`src/rtl/cpu_mdu_ctrl_pkg.sv`:
```
// rtl/cpu_mdu_ctrl_pkg.sv - MDU op codes, FSM states and op decode helpers
package cpu_mdu_ctrl_pkg;

  localparam logic [2:0] OP_CLASS_MDU = 3'b100;

  localparam logic [5:0] OP_MUL  = 6'h20;
  localparam logic [5:0] OP_DIVS = 6'h24;
  localparam logic [5:0] OP_MODS = 6'h25;
  localparam logic [5:0] OP_DIVU = 6'h26;
  localparam logic [5:0] OP_MODU = 6'h27;

  typedef enum logic [1:0] {
    MDU_IDLE = 2'd0,
    MDU_BUSY = 2'd1,
    MDU_DONE = 2'd2
  } mdu_state_t;

  function automatic logic is_mdu_op(input logic [5:0] op);
    return op[5:3] == OP_CLASS_MDU;
  endfunction

  function automatic logic is_div_op(input logic [5:0] op);
    return is_mdu_op(op) && op[2];
  endfunction

endpackage

```
`src/rtl/cpu_mdu_ctrl_if.sv`:
```
// rtl/cpu_mdu_ctrl_if.sv - P3 issue / P4 result bundle between pipeline and MDU
interface cpu_mdu_ctrl_if #(
  parameter int WIDTH = 32
);
  logic             stall_in;
  logic [5:0]       p3_op;
  logic [WIDTH-1:0] p3_data_a;
  logic [WIDTH-1:0] p3_data_b;
  logic             mdu_stall;
  logic [WIDTH-1:0] p4_mdu_result;
  logic             p4_mdu_valid;
  logic             mdu_busy;

  modport master (
    output stall_in, p3_op, p3_data_a, p3_data_b,
    input  mdu_stall, p4_mdu_result, p4_mdu_valid, mdu_busy
  );

  modport slave (
    input  stall_in, p3_op, p3_data_a, p3_data_b,
    output mdu_stall, p4_mdu_result, p4_mdu_valid, mdu_busy
  );
endinterface

```
`src/rtl/cpu_divider_core.sv`:
```
// rtl/cpu_divider_core.sv - unsigned restoring divider datapath, one bit per step
module cpu_divider_core #(
  parameter int WIDTH = 32
) (
  input  logic             clock,
  input  logic             reset,
  input  logic             load,
  input  logic             step,
  input  logic [WIDTH-1:0] dividend,
  input  logic [WIDTH-1:0] divisor,
  output logic [WIDTH-1:0] quotient,
  output logic [WIDTH-1:0] remainder
);
  logic [WIDTH-1:0] divisor_q;
  logic [WIDTH:0]   shifted;
  logic [WIDTH:0]   trial;

  // The quotient register starts as the dividend and is shifted out into
  // the remainder while the quotient bits are shifted in behind it.
  assign shifted = {remainder, quotient[WIDTH-1]};
  assign trial   = shifted - {1'b0, divisor_q};

  always_ff @(posedge clock) begin
    if (reset) begin
      quotient  <= '0;
      remainder <= '0;
      divisor_q <= '0;
    end else if (load) begin
      quotient  <= dividend;
      remainder <= '0;
      divisor_q <= divisor;
    end else if (step) begin
      if (!trial[WIDTH]) begin
        remainder <= trial[WIDTH-1:0];
        quotient  <= {quotient[WIDTH-2:0], 1'b1};
      end else begin
        remainder <= shifted[WIDTH-1:0];
        quotient  <= {quotient[WIDTH-2:0], 1'b0};
      end
    end
  end
endmodule

```
`src/rtl/cpu_mdu_ctrl.sv`:
```
// rtl/cpu_mdu_ctrl.sv - P3 multiply/divide sequencer with P4 result register
module cpu_mdu_ctrl
  import cpu_mdu_ctrl_pkg::*;
#(
  parameter int WIDTH = 32
) (
  input  logic              clock,
  input  logic              reset,
  cpu_mdu_ctrl_if.slave     bus
);
  localparam int CW = $clog2(WIDTH);

  mdu_state_t       state;
  logic [CW-1:0]    count;
  logic             a_neg_q;
  logic             b_neg_q;
  logic             b_zero_q;
  logic             div_mod_q;
  logic [WIDTH-1:0] p4_result_q;
  logic             p4_valid_q;

  logic             op_is_mdu;
  logic             op_is_div;
  logic             op_is_mul;
  logic             op_signed;
  logic             op_mod;
  logic             issue;
  logic [WIDTH-1:0] a_mag;
  logic [WIDTH-1:0] b_mag;
  logic [WIDTH-1:0] product;
  logic [WIDTH-1:0] quo;
  logic [WIDTH-1:0] rem;
  logic [WIDTH-1:0] quo_fix;
  logic [WIDTH-1:0] rem_fix;
  logic [WIDTH-1:0] final_value;

  assign op_is_mdu = is_mdu_op(bus.p3_op);
  assign op_is_div = is_div_op(bus.p3_op);
  assign op_is_mul = bus.p3_op == OP_MUL;
  assign op_signed = (bus.p3_op == OP_DIVS) || (bus.p3_op == OP_MODS);
  assign op_mod    = (bus.p3_op == OP_MODS) || (bus.p3_op == OP_MODU);

  // A divide only issues from IDLE; in DONE the same op is still in P3 and must not restart.
  assign issue = (state == MDU_IDLE) && op_is_div;

  assign a_mag   = (op_signed && bus.p3_data_a[WIDTH-1]) ? -bus.p3_data_a : bus.p3_data_a;
  assign b_mag   = (op_signed && bus.p3_data_b[WIDTH-1]) ? -bus.p3_data_b : bus.p3_data_b;
  assign product = bus.p3_data_a * bus.p3_data_b;

  cpu_divider_core #(.WIDTH(WIDTH)) u_div (
    .clock     (clock),
    .reset     (reset),
    .load      (issue),
    .step      (state == MDU_BUSY),
    .dividend  (a_mag),
    .divisor   (b_mag),
    .quotient  (quo),
    .remainder (rem)
  );

  // Sign flags are only latched for signed ops, so unsigned results pass through.
  assign quo_fix     = b_zero_q ? '1 : ((a_neg_q != b_neg_q) ? -quo : quo);
  assign rem_fix     = a_neg_q ? -rem : rem;
  assign final_value = div_mod_q ? rem_fix : quo_fix;

  assign bus.mdu_stall     = issue || (state == MDU_BUSY);
  assign bus.mdu_busy      = state == MDU_BUSY;
  assign bus.p4_mdu_result = p4_result_q;
  assign bus.p4_mdu_valid  = p4_valid_q;

  always_ff @(posedge clock) begin
    if (reset) begin
      state       <= MDU_IDLE;
      count       <= '0;
      a_neg_q     <= 1'b0;
      b_neg_q     <= 1'b0;
      b_zero_q    <= 1'b0;
      div_mod_q   <= 1'b0;
      p4_result_q <= '0;
      p4_valid_q  <= 1'b0;
    end else begin
      case (state)
        MDU_IDLE: begin
          if (op_is_div) begin
            a_neg_q   <= op_signed && bus.p3_data_a[WIDTH-1];
            b_neg_q   <= op_signed && bus.p3_data_b[WIDTH-1];
            b_zero_q  <= bus.p3_data_b == '0;
            div_mod_q <= op_mod;
            count     <= CW'(WIDTH - 1);
            state     <= MDU_BUSY;
          end else if (!bus.stall_in) begin
            p4_valid_q <= op_is_mdu;
            if (op_is_mdu) begin
              p4_result_q <= op_is_mul ? product : '0;
            end
          end
        end
        MDU_BUSY: begin
          if (count == '0) begin
            state <= MDU_DONE;
          end else begin
            count <= count - 1'b1;
          end
        end
        MDU_DONE: begin
          if (!bus.stall_in) begin
            p4_result_q <= final_value;
            p4_valid_q  <= 1'b1;
            state       <= MDU_IDLE;
          end
        end
        default: state <= MDU_IDLE;
      endcase
    end
  end
endmodule

```
`src/flat_wrapper.sv`:
```
// flat-port wrapper written by rule: the top's interface ports become plain ports
module cpu_mdu_ctrl_flat import cpu_mdu_ctrl_pkg::*;
#(
  parameter int WIDTH = 32
)
  (clock, reset, bus_stall_in, bus_p3_op, bus_p3_data_a, bus_p3_data_b, bus_mdu_stall, bus_p4_mdu_result, bus_p4_mdu_valid, bus_mdu_busy);
  cpu_mdu_ctrl_if #(.WIDTH(WIDTH)) bus_i ();
  input  logic clock;
  input  logic reset;
  input wire logic [$bits(bus_i.stall_in)-1:0] bus_stall_in;
  input wire logic [$bits(bus_i.p3_op)-1:0] bus_p3_op;
  input wire logic [$bits(bus_i.p3_data_a)-1:0] bus_p3_data_a;
  input wire logic [$bits(bus_i.p3_data_b)-1:0] bus_p3_data_b;
  output wire logic [$bits(bus_i.mdu_stall)-1:0] bus_mdu_stall;
  output wire logic [$bits(bus_i.p4_mdu_result)-1:0] bus_p4_mdu_result;
  output wire logic [$bits(bus_i.p4_mdu_valid)-1:0] bus_p4_mdu_valid;
  output wire logic [$bits(bus_i.mdu_busy)-1:0] bus_mdu_busy;
  assign bus_i.stall_in = bus_stall_in;
  assign bus_i.p3_op = bus_p3_op;
  assign bus_i.p3_data_a = bus_p3_data_a;
  assign bus_i.p3_data_b = bus_p3_data_b;
  assign bus_mdu_stall = bus_i.mdu_stall;
  assign bus_p4_mdu_result = bus_i.p4_mdu_result;
  assign bus_p4_mdu_valid = bus_i.p4_mdu_valid;
  assign bus_mdu_busy = bus_i.mdu_busy;
  cpu_mdu_ctrl #(.WIDTH(WIDTH)) u_core (.clock(clock), .reset(reset), .bus(bus_i));
endmodule
```
`config.mk`:
```
export PLATFORM = sky130hd
export DESIGN_NAME = cpu_mdu_ctrl_flat
export DESIGN_NICKNAME = d
export VERILOG_FILES = /design/src/rtl/cpu_mdu_ctrl_pkg.sv /design/src/rtl/cpu_mdu_ctrl_if.sv /design/src/rtl/cpu_divider_core.sv /design/src/rtl/cpu_mdu_ctrl.sv /design/src/flat_wrapper.sv
export SDC_FILE = /design/constraint.sdc
export NUM_CORES = 2
export LEC_CHECK = 0
export BUFFER_PORTS_ARGS = -buffer_cell sky130_fd_sc_hd__buf_4
export CAP_MARGIN = 10
export CORE_MARGIN = 5
export CORE_UTILIZATION = 33
export DETAILED_ROUTE_END_ITERATION = 8
export GPL_ROUTABILITY_DRIVEN = 0
export SETUP_SLACK_MARGIN = 0.5
export SYNTH_ARGS = -nofsm -noshare
export SYNTH_HDL_FRONTEND = slang
export SYNTH_SLANG_ARGS = --single-unit
```
`constraint.sdc`:
```
create_clock -name clock -period 8.35 [get_ports clock]
set_input_delay 0.4175 -clock clock [delete_from_list [all_inputs] [get_ports clock]]
set_output_delay 0.4175 -clock clock [all_outputs]
set_load 0.05 [all_outputs]
```
## Yosys cells after proc, flatten, opt, wreduce, memory -nomap -nowiden

Cells that the tools add are included.

| cells by class | value |
|---|---|
| $add $sub $neg | 6 |
| multiply operators | 1 |
| equal/unequal tests | 15 |
| mux-type cells | 27 |
| reductions and logical operators | 19 |

Operator list:

| operator | number |
|---|---|
| $mux W32 | 14 |
| $neg A32 Y32 | 4 |
| $pmux W32 S2 | 1 |
| $sub A33 B32 Y33 | 1 |
| $logic_not A32 Y1 | 1 |
| $mul A32 B32 Y32 | 1 |
| $eq A6 B6 Y1 const B | 4 |
| $mux W5 | 2 |
| $pmux W5 S2 | 1 |
| $ne A2 B2 Y1 const B | 4 |
| $mux W2 | 3 |
| $ne A2 B1 Y1 const B | 3 |
| $pmux W2 S3 | 1 |
| $reduce_and A3 Y1 | 2 |
| $reduce_bool A2 Y1 | 3 |
| $logic_not A5 Y1 | 1 |
| $reduce_and A5 Y1 | 1 |
| $sub A5 B1 Y5 const B | 1 |
| $logic_and A1 B1 Y1 | 4 |
| $mux W1 | 4 |
| $reduce_and A4 Y1 | 1 |
| $eq A3 B3 Y1 const B | 1 |
| $logic_or A1 B1 Y1 | 3 |
| $eq A2 B1 Y1 const B | 1 |
| other kinds (6) | 6 |

| word-level totals | value |
|---|---|
| register bits | 140 |
| input bits | 73 |

## Logic depth before layout (Yosys ltp)

| depth | value |
|---|---|
| word-level depth | 6 |
| gate-level depth with buffers | 28 |
| mapped depth without buffers | 26 |

## Modules after synthesis

Synthesis repeated with hierarchy kept, for this count alone.

| unflattened totals | value |
|---|---|
| cell total of the unflattened synthesis | 3171 |
| area, all modules | 26474.1 um^2 |

By module, submodules not included:

| module | times used | cells an instance | area an instance (um^2) |
|---|---|---|---|
| cpu_mdu_ctrl | 1 | 2435 | 20713.6 |
| cpu_divider_core | 1 | 736 | 5760.5 |

## Worst setup path before layout

No wires, ideal clock.

| timing | value |
|---|---|
| path kind | in2reg |
| start point | in bus_p3_data_b[6] |
| end point | reg u_core.p4_result_q[30] (netlist: u_core.bus.p4_mdu_result[30]) |
| setup time | 101 ps |
| data arrival time | 6995 ps |
| data required time | 8249 ps |
| setup slack | 1254 ps |
| stages | 24 |
| buffers on the path | 2 |
| cells stage by stage | clkbuf_1 -> clkbuf_1 -> and2_1 -> fa_1 -> fa_1 -> fa_1 -> inv_1 -> fa_1 -> inv_1 -> fa_1 -> inv_1 -> fa_1 -> inv_1 -> fa_1 -> fa_1 -> ha_1 -> a21o_1 -> a211o_1 -> o32ai_1 -> o21a_1 -> o21ai_0 -> a211oi_1 -> a41oi_1 -> o41ai_1 |

| on the way | value |
|---|---|
| word-level cells in the longest chain between the ends | 6 |

Ends and longest elaborated chain:

| item | line | RTL |
|---|---|---|
| from (decl) | flat_wrapper.sv:13 | `input wire logic [$bits(bus_i.p3_data_b)-1:0] bus_p3_data_b;` |
| $mul A32 B32 Y32 | cpu_mdu_ctrl.sv:48 | `assign product = bus.p3_data_a * bus.p3_data_b;` |
| $mux W32 | cpu_mdu_ctrl.sv:94 | `p4_result_q <= op_is_mul ? product : '0;` |
| $mux W32 | cpu_mdu_ctrl.sv:93 | `if (op_is_mdu) begin` |
| $mux W32 | cpu_mdu_ctrl.sv:91 | `end else if (!bus.stall_in) begin` |
| $mux W32 | cpu_mdu_ctrl.sv:84 | `if (op_is_div) begin` |
| $pmux W32 S2 | cpu_mdu_ctrl.sv:82 | `case (state)` |
| to (signal assigned) | cpu_mdu_ctrl.sv:94 |  |
| to (signal assigned) | cpu_mdu_ctrl.sv:107 | `p4_result_q <= final_value;` |
| to (decl) | cpu_mdu_ctrl.sv:19 | `logic [WIDTH-1:0] p4_result_q;` |

No other way between the ends. The select of a mux whose other input is x is not followed.
A chain may end at the register's enable or synchronous reset.

## Final worst setup path

| timing | value |
|---|---|
| start point | in bus_p3_data_b[6] |
| end point | reg u_core.p4_result_q[31] (netlist: u_core.bus.p4_mdu_result[31]) |

The elaborated chain is that of the path after synthesis.

==> flow_summary.yaml <==
synth:
  yosysSeqAreaShare_pct: 10.9
  synth_top_area_share_pct: 31.7
  synthFlopType: "dfxtp_1"
  syn-num-nets: 3742
  netlist_area_um2: 25800
  yosysWarnings: 0
  ys_ff_latch: 140
  synthCells: 3099
  synthArstFlopShare_pct: 0
  synth_top_area_cell: "fa_1"
  synth_area_per_cell_um2: 8.33
  synthDistinctLibCells: 62
  synthTopCellsByArea: "fa_1 32%, dfxtp_1 11%, ha_1 7.8%, and2_1 7.5%, inv_1 6.4%"
  synth_edf_count: 0
final_layout:
  nets: 3689
  regArea_um2: 2800
  layout_commonest_cell: "inv_1"
  layout_common_cells: "439 x inv_1, 409 x fa_1, 366 x nand2_1"
  multi_input_area_um2: 20600
  layout-drive-gt1-share_pct: 6.11
  syn2layout_area_growth_pct: 8.35
  nFillCells: 8064
detailed_routing:
  drt_iter0_drc: 1788
  post-route-drc-count: 0
  vias_per_cell: 5.22
  wl_per_cell_um: 20.8
  ant_nets: 0
  drt_first_pass_iters: 5
  totalWireLength_um: 85400
  dr_total_vias: 21400
sta:
  rsz0062_at_grt: "no"
  finalCritPeriodShare_pct: 87.9
  relSlewSlack_pct: 20.9
  timing.setup.tns_ps: 0
  period_minus_slack_ps: 7340
  worst_pin_slew_ps: 1190
  setup_viol: 0
  fin_skew_ps: 10.8
  clock.fmax_ghz: 0.136
  finalMaxSlewViolations: 0
  hold_viol_final: 0
clock_network:
  cts.clk_slew.worst_paths_ps: 60
  clock-sinks: 140
  post_cts_resized: 0
  ctsHtreeMaxLevel: 4
  cts_root_buffer: "clkbuf_16"
  insertion_delay_ps: 440
  hold_buffers: 0
  cts_buffer_depth: 2
  cts_made_buffers: 17
  cts_setup_buffers: 0
  cts_tree: "built"
critical_path:
  crit_type: "input pin to flip-flop"
  critPathRequiredTime_ps: 8680
  cp-end-kind: "flip-flop"
  worstPathCellList: "buf_4 > and2_1 > fa_1 > fa_1 > fa_1 > inv_1 > fa_1 > inv_1 > fa_1 > fa_1 > fa_1 > fa_1 > ha_1 > a21oi_1 > a21oi_1 > a311oi_1 > nor2_1 > a221oi_1 > a21oi_1 > nand3_1 > nand2_1 > xnor2_1 > a221o_1"
  crit_slowest_cell: "fa_1"
  start_kind: "input pin"
  critPathMaxStageDelay_ps: 620
  arrival_ps: 7670
  critPathMaxFanout: 29
  crit_top_cell: "fa_1"
floorplanning:
  ioPinCount: 108
  fp.dieH_um: 290
  start_util_pct: 33.3
  core_area_um2: 77500
  rows: 102
  die_area_um2: 83900
  die_w_um: 290
global_route:
  grt_first_pass_wirelength_um: 132000
  grt_pass1_vias: 21800
  grt_max_degree: 76
  grt_overflow: 0
  grtUsageTotal_pct: 20.5
  antenna_found_initial: 6
placement:
  port_buffers: 107
  dp_hpwl_um: 66000
status:
  status: "finished, final reports clean"
min_path:
  hp-class: "input pin to flip-flop"
run:
  drv_cap: 0
-- synthesized netlist by cell type (38+ instances only) --
master    instances
a311oi_1         38
and2_1          309
fa_1            409
nor2_1          169
xnor2_1         133
a211oi_1         51
o21ai_0          93
clkbuf_1        192
nand2_1         366
ha_1            161
xor2_1           94
inv_1           440
dfxtp_1         140
nor3_1           45
a21oi_1         118
-- flip-flops by register name, summed over array words and instances (netlist names) --
signal and cells:
u_core.count 5, u_core.u_div.divisor_q 32, u_core.b_neg_q 1, u_core.div_mod_q 1, u_core.bus.p4_mdu_result 32, u_core.u_div.remainder 32
u_core.state 2, u_core.u_div.quotient 32, u_core.b_zero_q 1, u_core.a_neg_q 1, u_core.bus.p4_mdu_valid 1
-- critical path: cells and delay by family --
| kind | cells | cell delay (ps) |
|---|---|---|
| adders and majority gates | 9 | 4270 |
| buffers and inverters | 3 | 480 |
| AOI/OAI and AO/OA | 6 | 1770 |
| and+or+nand+nor | 4 | 500 |
| xor gates and xnor gates | 1 | 200 |
-- metal layers --
metal  GRT usage, %  share of wire (%)
met3           3.33                6.8
met4           7.08                3.6
met2           32.2                 45
met5              0              0.029
met1           28.9                 45
-- area by class of cell --
cell class / count / share of cell area (%)
tap: 1040 / 4.65
clock inverter: 13 / 0.559
clock buffer: 19 / 1.55
inverter: 440 / 5.90
timing repair buffer: 137 / 3.68
multi-input combinational: 2310 / 73.6
antenna: 2 / 0.0179
sequential: 140 / 10.0
-- cell families (layout without fill, tap and decap cells) --
| family | Yosys count | count (layout) | share of synthesized area [%] |
|---|---|---|---|
| buffers and inverters | 649 | 609 | 9.47 |
| other | 0 | 2 | 0 |
| AOI/OAI and AO/OA | 472 | 472 | 12.2 |
| adders and majority gates | 570 | 570 | 39.5 |
| and+or+nand+nor | 1017 | 1017 | 19.3 |
| xor gates and xnor gates | 227 | 227 | 7.70 |
| muxes | 24 | 24 | 0.931 |
| DFF | 140 | 140 | 10.9 |
-- final timing paths --
check                                                            endpoint  slack (ps)                                       from  cells past startpoint
worst max-delay path            u_core.bus.p4_mdu_result[31]$_SDFFE_PP0P_        1010                           bus_p3_data_b[6]                     23
worst min-delay path                         u_core.state[1]$_SDFFE_PP0P_         270                               bus_stall_in                      3
worst max register to register     u_core.u_div.remainder[8]$_SDFFE_PP0P_        4000     u_core.u_div.quotient[31]$_SDFFE_PP0P_                     14
worst min register to register  u_core.bus.p4_mdu_result[20]$_SDFFE_PP0P_         460  u_core.bus.p4_mdu_result[20]$_SDFFE_PP0P_                      2
-- through the flow --
step	instances	util [%]	worst slack, ps	instance area (µm²)	hold WS (ps)
4_1_cts	4099	36.1	1100	28000	245
3_3_place_gp	4067	35.3	664	27400	442
6_report	4101	36.1	1010	28000	265
3_5_place_dp	4067	35.3	608	27400	449
2_1_floorplan	3099	-	1250	25800	432
5_1_grt	4101	36.1	659	28000	263
Power is not shown: default switching activity piles up to over one toggle a cycle in this logic, so the estimate is an artifact.
